File: config.mk
export PLATFORM = sky130hd
export DESIGN_NAME = sha256_padder
export DESIGN_NICKNAME = d
export VERILOG_FILES = /design/src/rtl/sha256_pkg.sv /design/src/rtl/sha256_pad_word.sv /design/src/rtl/sha256_padder.sv
export SDC_FILE = /design/constraint.sdc
export NUM_CORES = 1
export LEC_CHECK = 0
export ABC_AREA = 1
export ABC_CLOCK_PERIOD_IN_PS = 16400
export BUFFER_PORTS_ARGS = -buffer_cell sky130_fd_sc_hd__buf_4
export CAP_MARGIN = 20
export CORE_ASPECT_RATIO = 0.9
export CORE_UTILIZATION = 29
export DETAILED_ROUTE_END_ITERATION = 6
export GPL_ROUTABILITY_DRIVEN = 1
export SLEW_MARGIN = 20
export SYNTH_ARGS = -nofsm -noshare
export SYNTH_HDL_FRONTEND = slang
export SYNTH_SLANG_ARGS = --single-unit
File: constraint.sdc
create_clock -name clk -period 16.4 [get_ports clk]
set_input_delay 0.82 -clock clk [delete_from_list [all_inputs] [get_ports clk]]
set_output_delay 0.82 -clock clk [all_outputs]
set_load 0.005 [all_outputs]
File: src/rtl/sha256_pkg.sv
// Shared constants, state encoding and helpers for the SHA-256 message padder.
package sha256_pkg;

    localparam int         SHA256_WORD_W      = 32;
    localparam int         SHA256_BLOCK_W     = 512;
    localparam int         SHA256_LEN_W       = 64;
    localparam int         SHA256_BLOCK_WORDS = 16;
    localparam logic [7:0] SHA256_PAD_BYTE    = 8'h80;

    typedef enum logic [1:0] {
        FILL     = 2'd0,
        EMIT     = 2'd1,
        EMIT_LEN = 2'd2
    } state_t;

    // Valid byte count of a final word; anything above 4 means a full word.
    function automatic logic [2:0] clamp_bytes(input logic [2:0] bytes);
        return (bytes > 3'd4) ? 3'd4 : bytes;
    endfunction

endpackage

File: src/rtl/sha256_pad_word.sv
// Pads one big-endian 32-bit word: keeps the first n bytes, zeroes the rest,
// and when pad_en is set and n<4 places the 0x80 marker at byte n.
module sha256_pad_word
    import sha256_pkg::*;
(
    input  logic [SHA256_WORD_W-1:0] word,
    input  logic [2:0]               n,
    input  logic                     pad_en,
    output logic [SHA256_WORD_W-1:0] word_out
);

    // Byte-wise select between message byte, marker byte and zero.
    always_comb begin
        word_out = '0;
        for (int b = 0; b < 4; b++) begin
            if (3'(b) < n) begin
                word_out[(3 - b) * 8 +: 8] = word[(3 - b) * 8 +: 8];
            end else if (pad_en && (3'(b) == n)) begin
                word_out[(3 - b) * 8 +: 8] = SHA256_PAD_BYTE;
            end
        end
    end

endmodule

File: src/rtl/sha256_padder.sv
// SHA-256 padder: packs 32-bit message words into 512-bit blocks, appends the
// 0x80 marker, zero fill and 64-bit bit length, and emits blocks over valid/ready.
// Optional build macro SHA256_PADDER_PROTO_CHK_EN adds the proto_err output,
// flagging malformed in_bytes values on accepted words.
module sha256_padder
    import sha256_pkg::*;
#(
    parameter int CNT_W = 61
)
(
    input  logic                      clk,
    input  logic                      reset,
    input  logic                      in_valid,
    output logic                      in_ready,
    input  logic [SHA256_WORD_W-1:0]  in_data,
    input  logic                      in_last,
    input  logic [2:0]                in_bytes,
    output logic                      block_valid,
    input  logic                      block_ready,
    output logic [SHA256_BLOCK_W-1:0] block,
    output logic                      block_first,
    output logic                      block_last
`ifdef SHA256_PADDER_PROTO_CHK_EN
    ,
    output logic                      proto_err
`endif
);

    state_t                    state_q, state_d;
    logic [3:0]                widx_q, widx_d;
    logic [CNT_W-1:0]          cnt_q, cnt_d;
    logic                      first_q, first_d;
    logic                      pend_q, pend_d;
    logic                      pend80_q, pend80_d;
    logic [SHA256_BLOCK_W-1:0] block_q, block_d;
    logic                      block_first_q, block_first_d;
    logic                      block_last_q, block_last_d;

    logic                      accept;
    logic [2:0]                n_eff;
    logic [6:0]                pos;
    logic [CNT_W-1:0]          cnt_inc;
    logic [SHA256_LEN_W-1:0]   len_new;
    logic [SHA256_LEN_W-1:0]   len_held;
    logic [SHA256_WORD_W-1:0]  pad_out;

    assign accept   = (state_q == FILL) && in_valid;
    assign n_eff    = in_last ? clamp_bytes(in_bytes) : 3'd4;
    assign pos      = {1'b0, widx_q, 2'b00} + {4'b0000, n_eff};
    assign cnt_inc  = cnt_q + CNT_W'(n_eff);
    assign len_new  = SHA256_LEN_W'({cnt_inc, 3'b000});
    assign len_held = SHA256_LEN_W'({cnt_q, 3'b000});

    sha256_pad_word u_pad_word (
        .word     (in_data),
        .n        (n_eff),
        .pad_en   (in_last),
        .word_out (pad_out)
    );

    // Next-state logic for the fill/emit FSM, block register, word index and byte count.
    always_comb begin
        state_d       = state_q;
        widx_d        = widx_q;
        cnt_d         = cnt_q;
        first_d       = first_q;
        pend_d        = pend_q;
        pend80_d      = pend80_q;
        block_d       = block_q;
        block_first_d = block_first_q;
        block_last_d  = block_last_q;

        case (state_q)
            FILL: begin
                if (accept) begin
                    cnt_d         = cnt_inc;
                    block_first_d = first_q;
                    for (int i = 0; i < SHA256_BLOCK_WORDS; i++) begin
                        if (4'(i) == widx_q) begin
                            block_d[(15 - i) * 32 +: 32] = pad_out;
                        end else if (in_last && (4'(i) > widx_q)) begin
                            if ((n_eff == 3'd4) && (4'(i) == widx_q + 4'd1)) begin
                                block_d[(15 - i) * 32 +: 32] = {SHA256_PAD_BYTE, 24'h0};
                            end else begin
                                block_d[(15 - i) * 32 +: 32] = '0;
                            end
                        end
                    end
                    if (in_last) begin
                        state_d = EMIT;
                        if (pos <= 7'd55) begin
                            block_d[SHA256_LEN_W-1:0] = len_new;
                            block_last_d = 1'b1;
                            pend_d       = 1'b0;
                            pend80_d     = 1'b0;
                        end else begin
                            block_last_d = 1'b0;
                            pend_d       = 1'b1;
                            pend80_d     = (pos == 7'd64);
                        end
                    end else begin
                        block_last_d = 1'b0;
                        pend_d       = 1'b0;
                        pend80_d     = 1'b0;
                        if (widx_q == 4'd15) begin
                            state_d = EMIT;
                        end else begin
                            widx_d = widx_q + 4'd1;
                        end
                    end
                end
            end
            EMIT: begin
                if (block_ready) begin
                    if (pend_q) begin
                        block_d = '0;
                        if (pend80_q) begin
                            block_d[SHA256_BLOCK_W-1 -: 32] = {SHA256_PAD_BYTE, 24'h0};
                        end
                        block_d[SHA256_LEN_W-1:0] = len_held;
                        block_first_d = 1'b0;
                        block_last_d  = 1'b1;
                        pend_d        = 1'b0;
                        pend80_d      = 1'b0;
                        first_d       = 1'b0;
                        state_d       = EMIT_LEN;
                    end else begin
                        state_d = FILL;
                        widx_d  = 4'd0;
                        if (block_last_q) begin
                            first_d = 1'b1;
                            cnt_d   = '0;
                        end else begin
                            first_d = 1'b0;
                        end
                    end
                end
            end
            EMIT_LEN: begin
                if (block_ready) begin
                    state_d = FILL;
                    widx_d  = 4'd0;
                    first_d = 1'b1;
                    cnt_d   = '0;
                end
            end
            default: begin
                state_d = FILL;
            end
        endcase
    end

    // State, datapath and registered block outputs.
    always_ff @(posedge clk or posedge reset) begin
        if (reset) begin
            state_q       <= FILL;
            widx_q        <= 4'd0;
            cnt_q         <= '0;
            first_q       <= 1'b1;
            pend_q        <= 1'b0;
            pend80_q      <= 1'b0;
            block_q       <= '0;
            block_first_q <= 1'b0;
            block_last_q  <= 1'b0;
        end else begin
            state_q       <= state_d;
            widx_q        <= widx_d;
            cnt_q         <= cnt_d;
            first_q       <= first_d;
            pend_q        <= pend_d;
            pend80_q      <= pend80_d;
            block_q       <= block_d;
            block_first_q <= block_first_d;
            block_last_q  <= block_last_d;
        end
    end

    assign in_ready    = (state_q == FILL);
    assign block_valid = (state_q != FILL);
    assign block       = block_q;
    assign block_first = block_first_q;
    assign block_last  = block_last_q;

`ifdef SHA256_PADDER_PROTO_CHK_EN
    logic proto_err_q, proto_err_d;

    assign proto_err_d = accept && ((!in_last && (in_bytes != 3'd4)) || (in_bytes > 3'd4));

    // One-cycle pulse after a word arrives with an illegal byte count.
    always_ff @(posedge clk or posedge reset) begin
        if (reset) begin
            proto_err_q <= 1'b0;
        end else begin
            proto_err_q <= proto_err_d;
        end
    end

    assign proto_err = proto_err_q;
`endif

endmodule
* Word level (Yosys, flattened, before mapping)
Index checks and enable logic that the tools add are counted.
Word-level totals: bits in registers 584, logic and storage cells 283
Operators by class: $add $sub $neg 3, magnitude comparators 22, eq/ne operators 61, muxes and demuxes 109, reduce and logical (&&, ||, !) cells 65
Operators by type and width (count):
- $mux W32 | 49
- $mux W512 | 3
- $pmux W512 S2 | 1
- $mux W61 | 5
- $pmux W61 S3 | 1
- $mux W64 | 2
- $reduce_and A5 Y1 | 14
- $eq A4 B4 Y1 const A | 16
- $mux W8 | 8
- $add A61 B3 Y61 | 1
- $ne A3 B1 Y1 const B | 15
- $logic_and A1 B1 Y1 | 37
- $eq A3 B4 Y1 const A | 8
- $gt A4 B4 Y1 const A | 8
- $mux W4 | 6
- $mux W1 | 19
- $eq A2 B4 Y1 const A | 4
- $gt A3 B4 Y1 const A | 4
- $ne A2 B2 Y1 const B | 7
- $mux W2 | 6
- $pmux W4 S3 | 1
- $pmux W1 S2 | 5
- $eq A1 B4 Y1 const A | 2
- $gt A1 B4 Y1 const A | 2
- 26 further kinds | 36

* Logic depth before layout (Yosys ltp)
Gate-level depths: netlist (run 1).
depth in word-level cells 12, mapped depth 20, mapped depth without buffers 18

* By module
Synthesis (run 1) repeated with hierarchy kept, for this count alone.
Unflattened totals: cell total of the unflattened synthesis 3073, area total of the unflattened synthesis 26211.4 sq um
Modules (own cells, without submodules):
- sha256_padder | instances 1, cells each 2997, area an instance 25889.8 sq um
- sha256_pad_word | instances 1, cells each 76, area an instance 321.6 sq um

* Least setup slack after synthesis (run 1)
OpenSTA, ideal clock, no wires.
path type input-to-reg, start input port in_last, end register block_q[37], in the netlist block[37], arrival time 3.073 ns, slack 13.210 ns, stages 16, path buffers 3, path through buf_6 > nand2_2 > buf_4 > buf_4 > nor2_1 > ha_1 > inv_1 > fa_1 > o21ai_1 > nand2_1 > nor2_4 > nand2_1 > o21ai_0 > nand3_1 > nand3_1 > nand2_1
On the way: word-level cells in the longest chain between the ends 8, elaborated cells on any way between the ends 13
Ends and longest elaborated chain:
- from (decl) | RTL line sha256_padder.sv:16 | input logic in_last,
- parallel branches: the longest is 5 deep, another holds $add A6 B3 Y7
- $mux W64 (*) | RTL line sha256_padder.sv:89 | if (in_last) begin
- $mux W512 (*) | RTL line sha256_padder.sv:75 | if (accept) begin
- $pmux W512 S2 (*) | RTL line sha256_padder.sv:73 | case (state_q)
- to (signal assigned) | RTL line sha256_padder.sv:172 | block_q <= block_d;
- to (decl) | RTL line sha256_padder.sv:35 | logic [SHA256_BLOCK_W-1:0] block_q, block_d;
Mark *: on every way between the ends. The select of a mux whose other input is x is not followed. A chain may end at the register's enable or synchronous reset.

* Worst setup path in the final report (run 1)
start register state_q[1], end register block_q[2], in the netlist block[2]
On the way: word-level cells in the longest chain between the ends 4, elaborated cells on any way between the ends 9
Ends and longest elaborated chain:
- from (decl) | RTL line sha256_padder.sv:29 | state_t state_q, state_d;
- from (signal assigned) | RTL line sha256_padder.sv:166 | state_q <= state_d;
- $logic_not A2 Y1 | RTL line sha256_padder.sv:47, sha256_padder.sv:73
- $logic_and A1 B1 Y1 | RTL line sha256_padder.sv:47 | assign accept = (state_q == FILL) && in_valid;
- $ne A2 B1 Y1 (no source line)
- $reduce_and A4 Y1 (no source line)
Parallel ways exist; a longest one is shown, timed or not.

==> impl_metrics.toml, run 1 <==
[critical_path]
critical_path_required_ps = 16840
r2r_start = "state_q[1]"
crit_type = "reg2reg"
crit_path_start_kind = "register"
cp_cell_sequence = "inv_1 > ha_2 > buf_4 > inv_2 > nand2_1 > a21oi_4 > buf_4 > inv_6 > buf_4 > nor2_1 > nand2_1 > o21ai_1"
cpMostUsedCell = "buf_4"
crit_start = "state_q[1]"
cp_slowest_cell = "buf_4"
critPathMaxFanout = 78
reg2reg_depth = 12
crit_path_end_kind = "register"
critPathArrivalTime_ps = 4720
critPathMaxStageDelay_ps = 740

[layout]
drive_gt1_share_pct = 23.09
fin_nets = 3648
final_cell_mix = "nand2_1, buf_4, dfrtp_1, o21ai_0, inv_1"
utilization_pct = 37.53
area_growth_pct = 27.90
final.fill_count = 9406
final_common_cell = "nand2_1"
antenna_cells = 0

[synth]
async_flop_share_pct = 100.0
synth_fp_nets = 3183
netlist_area_mm2 = 0.02679
synthFlopType = "dfrtp_1"
synthMuxAreaShare_pct = 0
synthAdderAreaFrac_pct = 0.8220
yosys.area_share.xor_xnor_pct = 0.7193
synth_simple_gate_area_share_pct = 18.20
synth_compound_gate_area_share_pct = 17.58
ys_seq_area_share_pct = 54.56
syn_area_per_cell_um2 = 8.570
synth-seq-cells = 584
synth_edf_count = 0
netlist_instances = 3126
synth_top_family_by_area = "simple AND/OR/NAND/NOR gates"
ys_warn_count = 0
synth_cell_types = 49

[global_route]
busiest_layer = "met2"
grt_util_met2_pct = 37.18
antenna_found_initial = 5
overflow = 0
grt_max_degree = 97
met3_usage_pct = 5.401
grt_pass1_vias = 23710
grt_usage_pct = 24.23
gr-usage-met1_pct = 32.76
grt_pass1_wl_mm = 167.9

[sta]
rsz0062_at_grt = "false"
period_share_pct = 26.06
timing.setup.tns_ps = 0
max_slew_margin_pct = 24.27
setup_viol = 0
fin_ws_ps = 12130
slew_violations = 0
hold_violations = 0
layout_min_cycle_time_ps = 4274
worst_slew_pin_slew_ps = 1133
clock.fmax_mhz = 234.0
clock_skew_ps = 23.67

[clock_tree]
htreeDepth = 3
cts_hold_buffers = 0
worstSkewPairLatency_ps = 610
post-cts-setup-buffers = 0
clk_root_buffer_cell = "clkbuf_16"
clock-sinks = 584
cts_resized = 0
cts_buffer_depth = 3
cts_tree = "done"
path_clk_slew_ps = 60
cts_buffers = 68

[detailed_routing]
dr.pass1.iters = 6
drt_wl_total_mm = 115.9
drc = 0
routedWlPerCell_um = 23.78
via_per_inst = 5.164
drtIter0Drc = 2428
vias = 25160
ant_nets = 0

[placement]
place_ws_ps = 11400
io_buffers = 555
place_congestion = 0.9681
dpl.hpwl_mm = 78.54

[die]
fp.dieH_um = 290.3
ios = 556
dieArea_mm2 = 0.09360
die_w_um = 322.4
num_rows = 105
core_area_mm2 = 0.09131
initial_utilization_pct = 29.34

[run]
max-cap-violations = 0

[hold_path]
hold_class = "in2async"

[power_and_ir_drop]
peakVddDrop_v = 0.0001163
p_per_area_mw_per_mm2 = 157.8
p_leak_nw = 16.17

[status]
status = "complete, no violations"
## routing by layer
metal  routed length, um  vias up
met2               51940     1205
met1               48290    12450
met3               10410      252
met5                  17        -
li1                    -    11250
met4                5248        2
## worst max-delay path: cells and delay by family, from the launching register on
family,cells,cell delay (ps)
buffers and inverters,6,2690
AND/OR/NAND/NOR,3,600
flip-flops,1,410
adder cells (fa/ha/maj),1,160
AO/OA/AOI/OAI,2,140
## state kept, by name, summed over array words and instances, names as in the netlist
name / cells
block: 512
pend_q: 1
first_q: 1
widx_q: 4
cnt_q: 61
pend80_q: 1
block_last: 1
block_first: 1
state_q: 2
## cell type report
type	instances	area (um^2)	share of cell area, %
clock inverters	20	311.5	0.9093
inverters	302	1149	3.352
flip-flops and latches	584	14620	42.66
repair buffers	600	4504	13.15
multi-input cells	2035	10060	29.37
well taps	1230	1539	4.492
clock buffers	102	2082	6.077
## path summary, 6_finish.rpt
check	slack (ps)	to
worst max-delay path	12130	block[2]
worst min-delay path	390	block[205]
worst max register to register	12130	block[2]
worst min register to register	480	block_first
max in group asynchronous	12180	block[329]
min in group clk	480	block_first
## cell usage after synthesis (18+ instances only)
master,n,area (um^2)
a21oi_1,84,420.4
buf_2,82,410.4
buf_6,18,202.7
clkbuf_1,91,341.6
dfrtp_1,583,14590
inv_1,281,1055
nand2_1,729,2736
nand3_1,149,745.7
nand4_1,29,181.4
nor2_1,188,705.7
o21ai_0,379,1897
o21ai_1,151,755.7
o21ai_2,42,367.9
o22ai_1,153,957.2
xor2_1,22,192.7
## metrics by stage
step / total power, W / area [um^2] / std cells / hold WS [ps]
finish: 0.005408 / 34260 / 4873 / 390.6
global route: 0.005658 / 34260 / 4873 / 435.4
floorplan: 0.002831 / 26790 / 3126 / 446.7
global placement: 0.003762 / 31860 / 4751 / 456.9
CTS: 0.005431 / 34260 / 4873 / 382.6
detailed placement: 0.003789 / 31870 / 4751 / 463.5
## cell families (layout without fill, tap and decap cells)
logic type | count (synthesis) | in the layout
and+or+nand+nor | 1153 | 1153
AOI/OAI and AO/OA | 843 | 843
DFF | 584 | 584
buffers and inverters | 507 | 1024
xor gates and xnor gates | 22 | 22
adders and majority gates | 17 | 17
## power by group
group / switching, W / total, W / internal [W]
combinational: 0.00121 / 0.00184 / 0.000635
sequential: 0.000205 / 0.00193 / 0.00173
clock: 0.000643 / 0.00163 / 0.000991
total: 0.00206 / 0.00541 / 0.00335
(Power assumes the default switching activity.)
==> run 2, diff against run 1 <==
ABC_CLOCK_PERIOD_IN_PS = 3550   (was 16400)
clock period = 3.55 ns   (was 16.4 ns; I/O delays follow)
==> impl_metrics.toml, run 2 (synthesis gave the netlist of run 1 again) <==
[critical_path]
r2r_setup_slack_ps = 490
cpMostUsedCell = "inv_2"
crit_path_start_kind = "register"
r2r_start = "state_q[1]"
crit_start = "state_q[1]"
critical_path_required_ps = 4070
reg2reg_depth = 9
cp_cell_sequence = "inv_1 > ha_2 > inv_2 > nand2_1 > a21oi_4 > nand2_2 > inv_2 > nand3_4 > o21ai_0"
critPathMaxStageDelay_ps = 470
crit_path_end_kind = "register"
critPathArrivalTime_ps = 3570
critPathMaxFanout = 31
rr_endpoint = "block[478]"
crit_type = "reg2reg"
cp_slowest_cell = "nand3_4"

[power_and_ir_drop]
clkPwrFrac_pct = 30.1
p_leak_nw = 16.42
intPower_w = 0.01558
p_seq_share_pct = 35.4
power_frac_comb_pct = 34.5
switching_power_w = 0.009707
p_sw_share_pct = 38.39
p_per_area_mw_per_mm2 = 727.9
peakVddDrop_v = 0.0004888

[sta]
hold_ws_ps = 38.82
clock_skew_ps = 23.58
rsz0062_at_grt = "false"
period_share_pct = 86.14
timing.setup.tns_ps = 0
worst_slew_pin_slew_ps = 1096
clock.fmax_mhz = 327.0
hold_violations = 0
setup_viol = 0
layout_min_cycle_time_ps = 3058
max_slew_margin_pct = 26.77
slew_violations = 0

[layout]
final_cell_mix = "nand2_1, buf_4, dfrtp_1, o21ai_0, inv_1"
final_common_cell = "nand2_1"
fin_nets = 3697
antenna_cells = 0
fin_cells = 4921
fin_area_mm2 = 0.03473
largest_reg_flops = 512
area_growth_pct = 29.66
utilization_pct = 38.04
drive_gt1_share_pct = 23.79
final.fill_count = 9317

[placement]
place_congestion = 0.9799
io_buffers = 555
place_area_mm2 = 0.03225
dp.cells = 4792
dpl.hpwl_mm = 82.49

[detailed_routing]
via_per_inst = 5.139
vias = 25290
dr.pass1.iters = 7
routedWlPerCell_um = 24.16
drc = 1
ant_nets = 0
drt_wl_total_mm = 118.9
drtIter0Drc = 2762

[clock_tree]
htreeDepth = 3
worstSkewPairLatency_ps = 640
clock-sinks = 584
clk_root_buffer_cell = "clkbuf_16"
path_clk_slew_ps = 60
cts_tree = "done"
post-cts-setup-buffers = 0
cts_buffers = 68
cts_buffer_depth = 3

[die]
die_w_um = 322.4
fp.dieH_um = 290.3
core_area_mm2 = 0.09131
dieArea_mm2 = 0.09360
ios = 556
initial_utilization_pct = 29.34
num_rows = 105

[hold_path]
min-delay-start = "in_data[21]"
min_path_cells = 7
worstHoldEndpoint = "block[21]"
hold_class = "in2reg"

[status]
status = "complete, but fails checks"
violations = "DRC"

[global_route]
antenna_found_initial = 9
grt_pass1_wl_mm = 172.0
grt_usage_pct = 24.98
grt_pass1_vias = 23910
grt_max_degree = 128
overflow = 0

[run]
max-cap-violations = 0
run 2: cell types whose count changed in the layout (fill, tap and decap cells not counted), moves of 5 or more:
cell and change:
buf_4 +33, dlygate4sd3_1 +8, buf_12 +8, nand2_2 -5
clkinv_2 +5, nand2_1 +5, clkbuf_8 -6
run 2: worst max path at each step:
stage            endpoint  slack [ps]  depth (start not counted)
2_1_floorplan    block[0]       -4590                          1
3_3_place_gp   block[478]         550                          9
3_5_place_dp   block[478]         500                          9
4_1_cts        block[478]         480                          9
5_1_grt        block[478]         240                          9
6_report       block[478]         490                          9
run 2: critical path, delay by kind of cell, from the launching register on:
kind | cells | cell delay (ps)
and+or+nand+nor | 3 | 1010
AOI/OAI and AO/OA | 2 | 740
buffers and inverters | 3 | 570
DFF | 1 | 390
adders and majority gates | 1 | 220
run 2: cell type report:
cell class,count,area (um^2),area share [%]
Sequential cell,584,14620,42.08
Multi-Input combinational cell,2035,10040,28.90
Timing Repair Buffer,649,4992,14.37
Clock buffer,91,1938,5.580
Tap cell,1230,1539,4.431
Inverter,302,1149,3.307
Clock inverter,30,461.7,1.329
run 2: timing repair:
action / in CTS / in global routing
hold endpoints to repair: 19 / 0
hold buffers: 8 / 0
resized for setup: 0 / 0
run 2: through the flow:
| step | power [W] | worst slack, ps |
|---|---|---|
| 3_3_place_gp | 0.01763 | 548.7 |
| 2_1_floorplan | 0.01308 | -4586 |
| 3_5_place_dp | 0.01773 | 499.6 |
| 4_1_cts | 0.02536 | 484.4 |
| 5_1_grt | 0.02645 | 237.3 |
| 6_report | 0.02528 | 492.1 |
run 2: routing by layer:
metal	share of wire (%)	track usage (%)
met4	3.6	8.490
met2	45	38.51
met3	8.4	5.645
met1	43	34.35
met5	0.022	0
run 2: power by group through the flow:
stage	Combinational, W	Clock (W)	Sequential, W
after detailed placement	0.00870	0	0.00903
after global routing	0.00938	0.00798	0.00908
after floorplan	0.00418	0	0.00890
after global placement	0.00861	0	0.00902
after CTS	0.00872	0.00771	0.00893
final	0.00873	0.00761	0.00894
==> run 3, diff against run 2 <==
CORE_UTILIZATION = 25   (was 29)
==> impl_metrics.toml, run 3 (synthesis gave the netlist of run 1 again) <==
[critical_path]
critPathMaxStageDelay_ps = 710
crit_type = "reg2reg"
crit_path_start_kind = "register"
critical_path_required_ps = 4140
cp_cell_sequence = "inv_2 > ha_1 > inv_1 > nor2_8 > inv_2 > nand3_1 > nand4_1 > nand3_1 > nand2_1"
path_buf_inv = 3
critPathMaxFanout = 56
crit_path_end_kind = "register"
crit_family = "buffers and inverters"
cp_slowest_cell = "inv_2"
critPathArrivalTime_ps = 3430

[power_and_ir_drop]
clkPwrFrac_pct = 28.3
p_sw_share_pct = 39.38
peakVddDrop_v = 0.0003734
p_leak_nw = 16.37
intPower_w = 0.01509
switching_power_w = 0.009802
p_per_area_mw_per_mm2 = 715.2
p_total_w = 0.02489
p_seq_share_pct = 36.0
power_frac_comb_pct = 35.7

[clock_tree]
worstSkewPairLatency_ps = 640
clk_root_buffer_cell = "clkbuf_16"
post-cts-setup-buffers = 0
cts_buffers = 69
cts_buffer_depth = 3
clock-sinks = 584
cts_tree = "done"
htreeDepth = 3
path_clk_slew_ps = 60

[die]
core_area_mm2 = 0.1059
ios = 556
num_rows = 113
fp.dieH_um = 312.6
initial_utilization_pct = 25.30
die_w_um = 347.1
dieArea_mm2 = 0.1085

[sta]
timing.setup.tns_ps = 0
setup_viol = 0
hold_violations = 0
worst_slew_pin_slew_ps = 1079
clock.fmax_mhz = 351.3
max_slew_margin_pct = 27.87
slew_violations = 0
rsz0062_at_grt = "false"
period_share_pct = 80.18
clock_skew_ps = 21.82
layout_min_cycle_time_ps = 2847

[detailed_routing]
vias = 25320
wl_met3_mm = 9.819
top_layer = "met5"
drt_wl_total_mm = 126.1
ant_nets = 0
drc = 0
via_per_inst = 4.991
dr.pass1.iters = 5
drtIter0Drc = 2427
wl_met1_mm = 54.23
routedWlPerCell_um = 24.86
met2_length_mm = 56.81

[layout]
multiInputGateArea_mm2 = 0.01004
fin_nets = 3705
final.fill_count = 11070
area_growth_pct = 29.93
final_common_cell = "nand2_1"
final_cell_mix = "nand2_1, buf_4, dfrtp_1, o21ai_0, inv_1"
fin_area_mm2 = 0.03481
drive_gt1_share_pct = 23.59
regArea_mm2 = 0.01462
largest_reg_flops = 512

[hold_path]
hold_class = "in2reg"

[status]
status = "complete, no violations"

[global_route]
antenna_found_initial = 7
grt_usage_pct = 22.71
grt_pass1_vias = 24340
overflow = 0
grt_max_degree = 121
grt_pass1_wl_mm = 179.9

[run]
max-cap-violations = 0

[placement]
dpl.hpwl_mm = 87.00
io_buffers = 555
place_area_mm2 = 0.03254
place_congestion = 0.9715
## run 3: changes by cell type in the layout (fill, tap and decap cells not counted), sizes merged
cell | previous run | this run
buf | 641 | 647
bufinv | 9 | 2
clkbuf | 91 | 97
clkinv | 15 | 14
clkinvlp | 3 | 1
diode | 0 | 1
dlygate4sd3 | 8 | 9
inv | 305 | 303
## run 3: layout make-up
type	count	share of cell area, %
Multi-Input combinational cell	2035	28.85
Inverter	302	3.300
Antenna cell	1	0.007189
Tap cell	1380	4.960
Sequential cell	584	41.99
Clock buffer	97	5.640
Timing Repair Buffer	656	14.64
Clock inverter	18	0.6075
## run 3: what timing repair did
action | CTS | global route
endpoints found under the hold margin | 21 | 0
hold buffers | 9 | 0
endpoints found under the setup margin | 0 | 0
gates resized for setup | 0 | 0
## run 3: per-stage QoR
step	util (%)	hold slack (ps)	std cells	setup WS, ps
floorplan	-	321.6	3126	-4586
global placement	30.73	408.8	4948	711.4
detailed placement	30.73	401.7	4948	627.8
CTS	32.87	3.043	5072	732.7
global route	32.87	38.37	5072	484.2
finish	32.87	41.91	5073	703.5
## run 3: final timing paths
check	cells after the start	to	start	slack, ps
max	9	block[40]	widx_q[0]	700
min	5	block[27]	in_data[27]	40
max reg2reg	9	block[40]	widx_q[0]	700
min reg2reg	2	block_first	block_first	470
max in group asynchronous	5	block[422]	reset	2150
min in group asynchronous	3	block[89]	reset	280
## run 3: metal layers
layer	vias to the layer above	global-route usage [%]
met2	1141	35.05
met5	-	0
met1	12540	30.50
li1	11390	-
met4	8	9.403
met3	238	5.279
## run 3: worst reg2reg max path, cell delays in order (launching register included)
cell and delay (ps):
dfrtp_1 510, inv_2 180, ha_1 240, inv_1 260, nor2_8 120, inv_2 710
nand3_1 320, nand4_1 190, nand3_1 160, nand2_1 100
## run 3: power groups by stage
stage	Sequential [W]	Clock [W]	Combinational, W
global route	0.00910	0.00741	0.00957
CTS	0.00894	0.00717	0.00891
global placement	0.00902	0	0.00880
detailed placement	0.00905	0	0.00887
floorplan	0.00890	0	0.00418
finish	0.00896	0.00705	0.00889
